## src/rtl/rst_seq.sv

```systemverilog
// Staged reset release sequencer: synchronises rst_n deassertion to clk_12m, then releases
// N_STAGES reset domains in ascending order. Define RST_SEQ_SOFT_EN to build the soft re-reset handshake.
module rst_seq #(
    parameter int N_STAGES    = 3,
    parameter int STAGE_DELAY = 64,
    parameter int SYNC_DEPTH  = 2,
    parameter int SOFT_HOLD   = 16
) (
    input  logic                clk_12m,
    input  logic                rst_n,
    input  logic                soft_req,
    output logic                soft_ack,
    output logic [N_STAGES-1:0] rst_stage,
    output logic                all_ready
);

    localparam int MAX_CNT = (STAGE_DELAY > SOFT_HOLD) ? STAGE_DELAY : SOFT_HOLD;
    localparam int CW      = (MAX_CNT > 1) ? $clog2(MAX_CNT) : 1;
    localparam int IW      = (N_STAGES > 1) ? $clog2(N_STAGES) : 1;

    localparam logic [CW-1:0] DLY_TC     = CW'(STAGE_DELAY - 1);
    localparam logic [IW-1:0] LAST_STAGE = IW'(N_STAGES - 1);
`ifdef RST_SEQ_SOFT_EN
    localparam logic [CW-1:0] HOLD_TC    = CW'(SOFT_HOLD - 1);
`endif

`ifdef RST_SEQ_SOFT_EN
    typedef enum logic [1:0] {S_RESET, S_RELEASE, S_RUN, S_SOFT_ASSERT} state_t;
`else
    typedef enum logic [1:0] {S_RESET, S_RELEASE, S_RUN} state_t;
    logic unused_soft_req;
    assign unused_soft_req = soft_req;
`endif

    state_t                state_q;
    logic [SYNC_DEPTH-1:0] sync_q;
    logic [CW-1:0]         cnt_q;
    logic [IW-1:0]         idx_q;
    logic [N_STAGES-1:0]   rst_stage_q;
    logic                  all_ready_q;
    logic                  soft_ack_q;
    logic [N_STAGES-1:0]   stage_clr_d;

    // One-hot mask of the stage that the current index releases.
    always_comb begin
        stage_clr_d = '0;
        for (int i = 0; i < N_STAGES; i++) begin
            stage_clr_d[i] = (idx_q == IW'(i));
        end
    end

    always_ff @(posedge clk_12m or negedge rst_n) begin
        if (!rst_n) begin
            state_q     <= S_RESET;
            sync_q      <= '0;
            cnt_q       <= '0;
            idx_q       <= '0;
            rst_stage_q <= '1;
            all_ready_q <= 1'b0;
            soft_ack_q  <= 1'b0;
        end else begin
            sync_q     <= {sync_q[SYNC_DEPTH-2:0], 1'b1};
            soft_ack_q <= 1'b0;
            case (state_q)
                S_RESET: begin
                    if (sync_q[SYNC_DEPTH-1]) begin
                        state_q <= S_RELEASE;
                        cnt_q   <= '0;
                        idx_q   <= '0;
                    end
                end
                S_RELEASE: begin
                    if (cnt_q == DLY_TC) begin
                        cnt_q       <= '0;
                        idx_q       <= idx_q + IW'(1);
                        rst_stage_q <= rst_stage_q & ~stage_clr_d;
                        if (idx_q == LAST_STAGE) begin
                            all_ready_q <= 1'b1;
                            state_q     <= S_RUN;
                        end
                    end else begin
                        cnt_q <= cnt_q + CW'(1);
                    end
                end
                S_RUN: begin
`ifdef RST_SEQ_SOFT_EN
                    if (soft_req) begin
                        state_q     <= S_SOFT_ASSERT;
                        rst_stage_q <= '1;
                        all_ready_q <= 1'b0;
                        cnt_q       <= '0;
                        soft_ack_q  <= 1'b1;
                    end
`endif
                end
`ifdef RST_SEQ_SOFT_EN
                S_SOFT_ASSERT: begin
                    if (cnt_q == HOLD_TC) begin
                        state_q <= S_RELEASE;
                        cnt_q   <= '0;
                        idx_q   <= '0;
                    end else begin
                        cnt_q <= cnt_q + CW'(1);
                    end
                end
`endif
                default: state_q <= S_RESET;
            endcase
        end
    end

    assign rst_stage = rst_stage_q;
    assign all_ready = all_ready_q;
    assign soft_ack  = soft_ack_q;

endmodule

```

## config.mk

```make
export PLATFORM = sky130hd
export DESIGN_NAME = rst_seq
export DESIGN_NICKNAME = d
export VERILOG_FILES = /design/src/rtl/rst_seq.sv
export SDC_FILE = /design/constraint.sdc
export NUM_CORES = 1
export LEC_CHECK = 0
export ABC_AREA = 1
export CELL_PAD_IN_SITES_DETAIL_PLACEMENT = 0
export CELL_PAD_IN_SITES_GLOBAL_PLACEMENT = 1
export CORE_MARGIN = 2
export CORE_UTILIZATION = 43
export DETAILED_ROUTE_END_ITERATION = 8
export PLACE_DENSITY_LB_ADDON = 0.12
export SYNTH_ARGS = -nofsm -noshare
export SYNTH_HDL_FRONTEND = slang
export SYNTH_SLANG_ARGS = --single-unit
```

## constraint.sdc

```tcl
create_clock -name clk_12m -period 2.92 [get_ports clk_12m]
set_input_delay 0.584 -clock clk_12m [delete_from_list [all_inputs] [get_ports clk_12m]]
set_output_delay 0.584 -clock clk_12m [all_outputs]
set_load 0.02 [all_outputs]
```

# Word-level counts from Yosys, hierarchy flattened
# Index checks and enable logic that the tools add are counted.
word_totals:
  input_bits: 3
  out_inout_bits: 5
  elab_cells: 37
  register_bits: 16
op_classes:
  n_addsub: 2
  reduce_logical: 8
  n_mux: 10
  bitwise: 3
  eq_ne: 8
ops:
  columns: ["cell", "n"]
  rows:
  - ["$mux W6", 2]
  - ["$pmux W6 S2", 1]
  - ["$mux W2", 5]
  - ["$add A6 B1 Y6 const B", 1]
  - ["$eq A6 B6 Y1 const B", 1]
  - ["$ne A2 B2 Y1 const B", 3]
  - ["$pmux W2 S3", 1]
  - ["$reduce_and A3 Y1", 2]
  - ["$eq A2 B1 Y1 const B", 2]
  - ["$eq A2 B2 Y1 const B", 2]
  - ["$logic_not A2 Y1", 2]
  - ["$pmux W2 S2", 1]
  - ["$reduce_and A2 Y1", 2]
  - ["$reduce_and A4 Y1", 1]
  - ["$and A3 B3 Y3", 1]
  - ["$not A3 Y3", 1]
  - ["$add A2 B1 Y2 const B", 1]
  - ["$reduce_bool A2 Y1", 1]
  - ["$not A1 Y1", 1]

# Depth between registers and ports, before layout
# Gate-level depths: netlist (run 1).
depth:
  word_depth: 4
  mapped_depth: 7
  ltp_nobuf: 7

# Worst setup path before layout (run 1)
# OpenSTA, ideal clock, no wires.
synth_timing:
  path_kind: "flip-flop to flip-flop"
  from: "register cnt_q[0]"
  to: "register state_q[0]"
  synth_period_minus_slack_ns: 1.178
  setup_time_ns: 0.123
  slack_ns: 1.742
  arrival_ns: 1.055
  n_path_buf: 0
  path_stages_with_launch: 7
  t_required_ns: 2.797
  cell_sequence: "dfrtp_1 > ha_1 > nand2_2 > nor2_4 > nand2_1 > o21ai_1 > o21ai_1"
synth_via:
  elab_chain_len: 3
synth_rtl:
  columns: ["item", "line", "text"]
  rows:
  - ["start, declared", "37", "logic [CW-1:0] cnt_q;"]
  - ["start signal, assigned", "82", "cnt_q <= cnt_q + CW'(1);"]
  - ["$eq A6 B6 Y1", "73", "if (cnt_q == DLY_TC) begin"]
  - ["$ne A2 B2 Y1 (no source line)", null, null]
  - ["$reduce_and A4 Y1 (no source line)", null, null]
  - ["end signal, assigned", "67", "state_q <= S_RELEASE;"]
  - ["end signal, assigned", "79", "state_q <= S_RUN;"]
  - ["end signal, assigned", "107", "default: state_q <= S_RESET;"]
  - ["end, declared", "35", "state_t state_q;"]
# No other way between the ends.
# A chain may end at the register's enable or synchronous reset.

# Worst setup path in the final report (run 1)
layout_timing:
  from: "register rst_stage_q[2] (netlist: rst_stage[2])"
  to: "output rst_stage[2]"
layout_lines:
  columns: ["item", "line", "text"]
  rows:
  - ["start, declared", "39", "logic [N_STAGES-1:0] rst_stage_q;"]
  - ["start signal, assigned", "76", "rst_stage_q <= rst_stage_q & ~stage_clr_d;"]
  - ["end, declared", "13", "output logic [N_STAGES-1:0] rst_stage,"]
# No word-level cell between the ends.

==> reports/metrics.cfg, run 1 <==
[setup_path]
cpMaxStageDelayCell=clkdlybuf4s50_1
cp_cell_sequence=clkdlybuf4s50_1
cp_max_fo=2
startpoint_type=register
path_class=reg2out
r2r_cells=6
worstReg2RegEnd=state_q[0]
cp.arrival_ns=1.41
timing.rr.start=cnt_q[0]
cpLargestDelayFamily=buffers and inverters
critPathBufInv=1
max_stage_delay_ns=0.60
crit_required_ns=2.34
crit_path_end_kind=output port
r2r_setup_slack_ns=1.59

[layout]
synthToLayoutAreaGrowth_pct=11.8
layout_common_cells=nand2_1 (21), dfrtp_1 (13), inv_1 (9)
fill_cells=171
final_nets=100
num_antenna_cells=0
mostFrequentLayoutCell=nand2_1
drive_above_1_share_pct=15.2

[yosys]
synth-seq-cells=16
syn_nets=91
avgSynthCellArea_um2=9.09
yosysWarnings=0
synth_top_area_share_pct=42.6
synth_ff_type=dfrtp_1
synth_cell_types=21
netlist_top_cells_area=dfrtp_1 (43%), dfstp_2 (10%), nand2_1 (10%)
syn_area_um2=763
synthArstFlopShare_pct=100
synth_edf_count=0
synthesis.instances=84
ys_seq_area_share_pct=53.0
synth_area_leader_cell=dfrtp_1

[clock_tree]
holdBufCountCts=0
clk_latency_ns=0.28
clockRootBuffer=clkbuf_4
htreeDepth=1
ctsResizeCount=0
clock_sinks=16
cts_setup_buffers=0
clock_path_buffers=2
cts_tree=built
clk_pin_slew_worst_paths_ns=0.10
numCtsBuffers=3

[routing]
dr.pass1.iters=4
viasPerCell=5.27
drc=0
drtIter0Drc=9
vias=574
wl_um=1310
routedWlPerCell_um=12.0
drtAntennaViolNets=0

[sta]
setup_tns_ns=0
tightestPinTransition_ns=0.715
fin_skew_ns=0.0121
slew_violations=0
grt_setup_unrepaired=false
min_period_over_period_pct=68.2
setup_violations=0
layout_setup_ws_ns=0.929
maxSlewHeadroom_pct=52.2
hold_violations=0
period_minus_slack_ns=1.99
clock.fmax_mhz=502

[floorplanning]
die-area_mm2=0.00213
design.core.area_mm2=0.00169
initial_core_util_pct=45.2
die_y_um=46.1
ios=8
die_w_um=46.1
rows=15

[place]
port_buffers=5
gp_congestion=0.744
pre_cts_ws_ns=1.23
hpwl_um=957

[power_and_ir_drop]
p_sw_w=0.000198
p_leak_nw=0.395
p_int_w=0.000373
pwr_density_cell_mw_per_mm2=669
p_sw_share_pct=34.7
vdd_drop_max_mv=0.339
seq_power_share_pct=55.9
p_clk_share_pct=21.2
p_comb_share_pct=22.9

[global_routing]
gr-total-overflow=0
grt_pass1_vias=519
grt_use_total_pct=14.4
grt_pass1_wl_um=2180
grt_max_degree=17
antenna_found_initial=0

[worst_hold_path]
hold_path_class=reg2reg
min_from=sync_q[0]
holdPathEnd=sync_q[1]
hold_depth=0

[status]
status=complete, no violations

[job]
drv_cap=0

worst max path at each step:
| stage | from | slack, ns | depth (start not counted) | endpoint |
|---|---|---|---|---|
| global route | rst_stage[2] | 0.89 | 1 | rst_stage[2] |
| detailed placement | rst_stage[1] | 1.23 | 1 | rst_stage[1] |
| finish | rst_stage[2] | 0.93 | 1 | rst_stage[2] |
| CTS | rst_stage[2] | 0.92 | 1 | rst_stage[2] |
| global placement | rst_stage[2] | 1.23 | 1 | rst_stage[2] |
| floorplan | cnt_q[0] | 1.74 | 6 | state_q[0] |
flip-flops by register name, summed over array words and instances, names as in the netlist:
| register | cells |
|---|---|
| state_q | 2 |
| rst_stage | 3 |
| sync_q | 2 |
| idx_q | 2 |
| cnt_q | 6 |
| all_ready | 1 |
routing by layer:
metal	share of wire, %	up-vias	track usage [%]
li1	-	280	-
met1	48	285	19.2
met2	47	7	22.2
met3	3.3	2	2.35
met4	0.91	0	8.00
met5	0	-	0
synthesized netlist by cell type (2+ instances only):
cell type,number
nand2_1,21
dfrtp_1,13
inv_1,9
nand3_1,8
ha_1,4
o21ai_1,4
dfstp_2,3
nand2_2,3
nand4_1,3
a21boi_0,2
conb_1,2
inv_2,2
nor2_1,2
stage by stage:
step	instances	area [um^2]	utilization (%)	hold slack, ns	total power (W)
after global routing	109	853	50.5	0.378	0.000611
after CTS	109	853	50.5	0.379	0.000576
after floorplan	84	763	-	0.288	0.000419
after detailed placement	105	827	49.0	0.356	0.000454
after global placement	105	827	49.0	0.335	0.000452
final	109	853	50.5	0.371	0.000571
cell families after synthesis:
kind of cell             Yosys count  synth area share (%)
flip-flops                        16                  53.0
AO/OA/AOI/OAI                     10                  8.03
adder cells (fa/ha/maj)            4                  6.56
buffers and inverters             12                  6.39
other                              2                 0.984
AND/OR/NAND/NOR                   40                  25.1
power by group through the flow:
stage / sequential, W / combinational [W] / clock (W)
3_3_place_gp: 0.000323 / 0.000129 / 0
2_1_floorplan: 0.000309 / 0.000110 / 0
3_5_place_dp: 0.000322 / 0.000132 / 0
6_report: 0.000319 / 0.000131 / 0.000121
4_1_cts: 0.000318 / 0.000133 / 0.000125
5_1_grt: 0.000328 / 0.000154 / 0.000129
cell type report:
| type | instances | area, um^2 | share of cell area [%] |
|---|---|---|---|
| sequential | 16 | 404 | 47.4 |
| multi-input combinational | 56 | 310 | 36.4 |
| inverter | 11 | 41.3 | 4.84 |
| tap | 17 | 21.3 | 2.49 |
| timing repair buffer | 5 | 50.0 | 5.87 |
| clock buffer | 4 | 26.3 | 3.08 |
worst reg2reg max path, stage by stage, from the launching register on:
cell,delay [ns]
dfrtp_1,0.45
ha_1,0.24
nand2_2,0.09
nor2_4,0.15
nand2_1,0.10
o21ai_1,0.12
o21ai_1,0.08
(Power assumes the default switching activity.)
==> run 2: changes to the inputs <==
CORE_UTILIZATION = 36   (was 43)
clock period = 1.8 ns   (was 2.92 ns; I/O delays follow)
==> reports/metrics.cfg, run 2 (synthesis gave the netlist of run 1 again) <==
[global_routing]
grt_pass1_wl_um=2300  ; +5.7%
grt_pass1_vias=517  ; -0.39%
grt_use_total_pct=12.8  ; -1.7 points
antenna_found_initial=0  ; unchanged
gr-total-overflow=0  ; unchanged
grt_max_degree=17  ; unchanged

[layout]
final_nets=101  ; +1.0%
drive_above_1_share_pct=17.2  ; +2.0 points
num_antenna_cells=0  ; unchanged
post-route-util_pct=44.9  ; -5.6 points
layout_common_cells=nand2_1 (21), dfrtp_1 (13), inv_1 (9)
layout.cells.non_filler=120  ; +10%
mostFrequentLayoutCell=nand2_1
synthToLayoutAreaGrowth_pct=16.7
final_area_um2=891  ; +4.4%
largest_reg_flops=6  ; unchanged
top_register=cnt_q
fill_cells=194  ; +13%

[floorplanning]
design.core.area_mm2=0.00198  ; +17%
die_y_um=50.0  ; +8.5%
rows=16  ; +1
die_w_um=50.0  ; +8.5%
die-area_mm2=0.00250  ; +18%
initial_core_util_pct=38.5  ; -6.7 points
ios=8  ; unchanged

[routing]
viasPerCell=4.54  ; -14%
vias=545  ; -5.1%
routedWlPerCell_um=10.8  ; -10%
wl_um=1300  ; -1.3%
dr.pass1.iters=2  ; -2
drtIter0Drc=1  ; -8
drtAntennaViolNets=0  ; unchanged
drc=0  ; unchanged

[clock_tree]
numCtsBuffers=3  ; unchanged
cts_tree=built
holdBufCountCts=0  ; unchanged
cts_setup_buffers=0  ; unchanged
clk_latency_ns=0.29  ; about the same
clock_path_buffers=2  ; unchanged
ctsResizeCount=0  ; unchanged
clock_sinks=16  ; unchanged
htreeDepth=1  ; unchanged
clk_pin_slew_worst_paths_ns=0.09  ; about the same
clockRootBuffer=clkbuf_4

[sta]
hold_violations=0  ; unchanged
slew_violations=0  ; unchanged
clock.fmax_mhz=626
grt_setup_unrepaired=false
min_period_over_period_pct=88.8
setup_violations=0  ; unchanged
period_minus_slack_ns=1.60
fin_skew_ns=0.00578  ; -0.00635 ns
setup_tns_ns=0  ; unchanged

[status]
status=complete, no violations

[setup_path]
critPathBufInv=1  ; unchanged
startpoint_type=register
crit_path_end_kind=output port
path_class=reg2out
crit_required_ns=1.44  ; -0.90 ns
r2r_cells=6  ; unchanged
worstReg2RegEnd=state_q[0]
timing.rr.start=cnt_q[0]
cp.arrival_ns=1.24  ; -0.17 ns
r2r_setup_slack_ns=0.45  ; -1.14 ns
max_stage_delay_ns=0.60  ; about the same
cpMaxStageDelayCell=clkdlybuf4s50_1
cp_cell_sequence=clkdlybuf4s50_1
cpLargestDelayFamily=buffers and inverters
cp_max_fo=2  ; unchanged

[power_and_ir_drop]
pwr_density_cell_mw_per_mm2=1090  ; +63%
p_total_w=0.000974  ; +70%
vdd_drop_max_mv=0.590  ; +74%
p_leak_nw=0.462  ; +17%

[worst_hold_path]
min_from=sync_q[0]
hold_path_class=reg2reg
holdPathEnd=sync_q[1]
hold_depth=0  ; unchanged

[place]
gp_congestion=0.825  ; +11%
port_buffers=5  ; unchanged
hpwl_um=958  ; about the same
placed_area_um2=847  ; +2.4%
placed_cells_incl_taps=116  ; +10%

[job]
drv_cap=0  ; unchanged

## run 2: cell types whose count changed in the layout (fill, tap and decap cells not counted)
cell             before  now
clkbuf_8              0    1
clkdlybuf4s50_1       5    2
buf_4                 0    1
dlymetal6s2s_1        0    3
clkbuf_1              1    0
## run 2: routing by layer
layer	wire length, um	share of wire (%)	vias up	GRT usage (%)
li1	-	-	285	-
met1	673	52	249	18.4
met2	551	43	6	16.2
met3	26	2.0	5	2.73
met4	44	3.4	0	9.72
met5	0	0	-	0
## run 2: power breakdown
part / switching (W) / internal (W) / total [W]
Clock: 0.000117 / 0.000123 / 0.000240
Combinational: 0.000123 / 0.0000918 / 0.000215
Sequential: 0.0000899 / 0.000429 / 0.000519
Total: 0.000330 / 0.000644 / 0.000974
## run 2: area by class of cell
class	instances	area, um^2	area share (%)
Clock buffer	4	36.3	4.07
Tap cell	27	33.8	3.79
Sequential cell	16	404	45.4
Multi-Input combinational cell	56	310	34.8
Inverter	11	41.3	4.63
Timing Repair Buffer	6	65.1	7.30
## run 2: worst register-to-register path, stage by stage, from the launching register on
cell     delay (ns)
dfrtp_1        0.46
ha_1           0.24
nand2_2        0.09
nor2_4         0.15
nand2_1        0.11
o21ai_1        0.13
o21ai_1        0.07
## run 2: worst max-delay path by stage
stage | from | end | slack [ns] | depth (start not counted)
global route | all_ready | all_ready | 0.15 | 1
global placement | rst_stage[2] | rst_stage[2] | 0.34 | 1
detailed placement | rst_stage[2] | rst_stage[2] | 0.34 | 1
CTS | rst_stage[2] | rst_stage[2] | 0.009 | 1
floorplan | cnt_q[0] | state_q[0] | 0.62 | 6
finish | all_ready | all_ready | 0.20 | 1
## run 2: metrics by stage
| stage | hold WS [ns] | worst slack (ns) |
|---|---|---|
| 3_5_place_dp | 0.345 | 0.337 |
| 6_report | 0.361 | 0.202 |
| 2_1_floorplan | 0.0644 | 0.622 |
| 4_1_cts | 0.367 | 0.00851 |
| 3_3_place_gp | 0.338 | 0.336 |
| 5_1_grt | 0.391 | 0.152 |
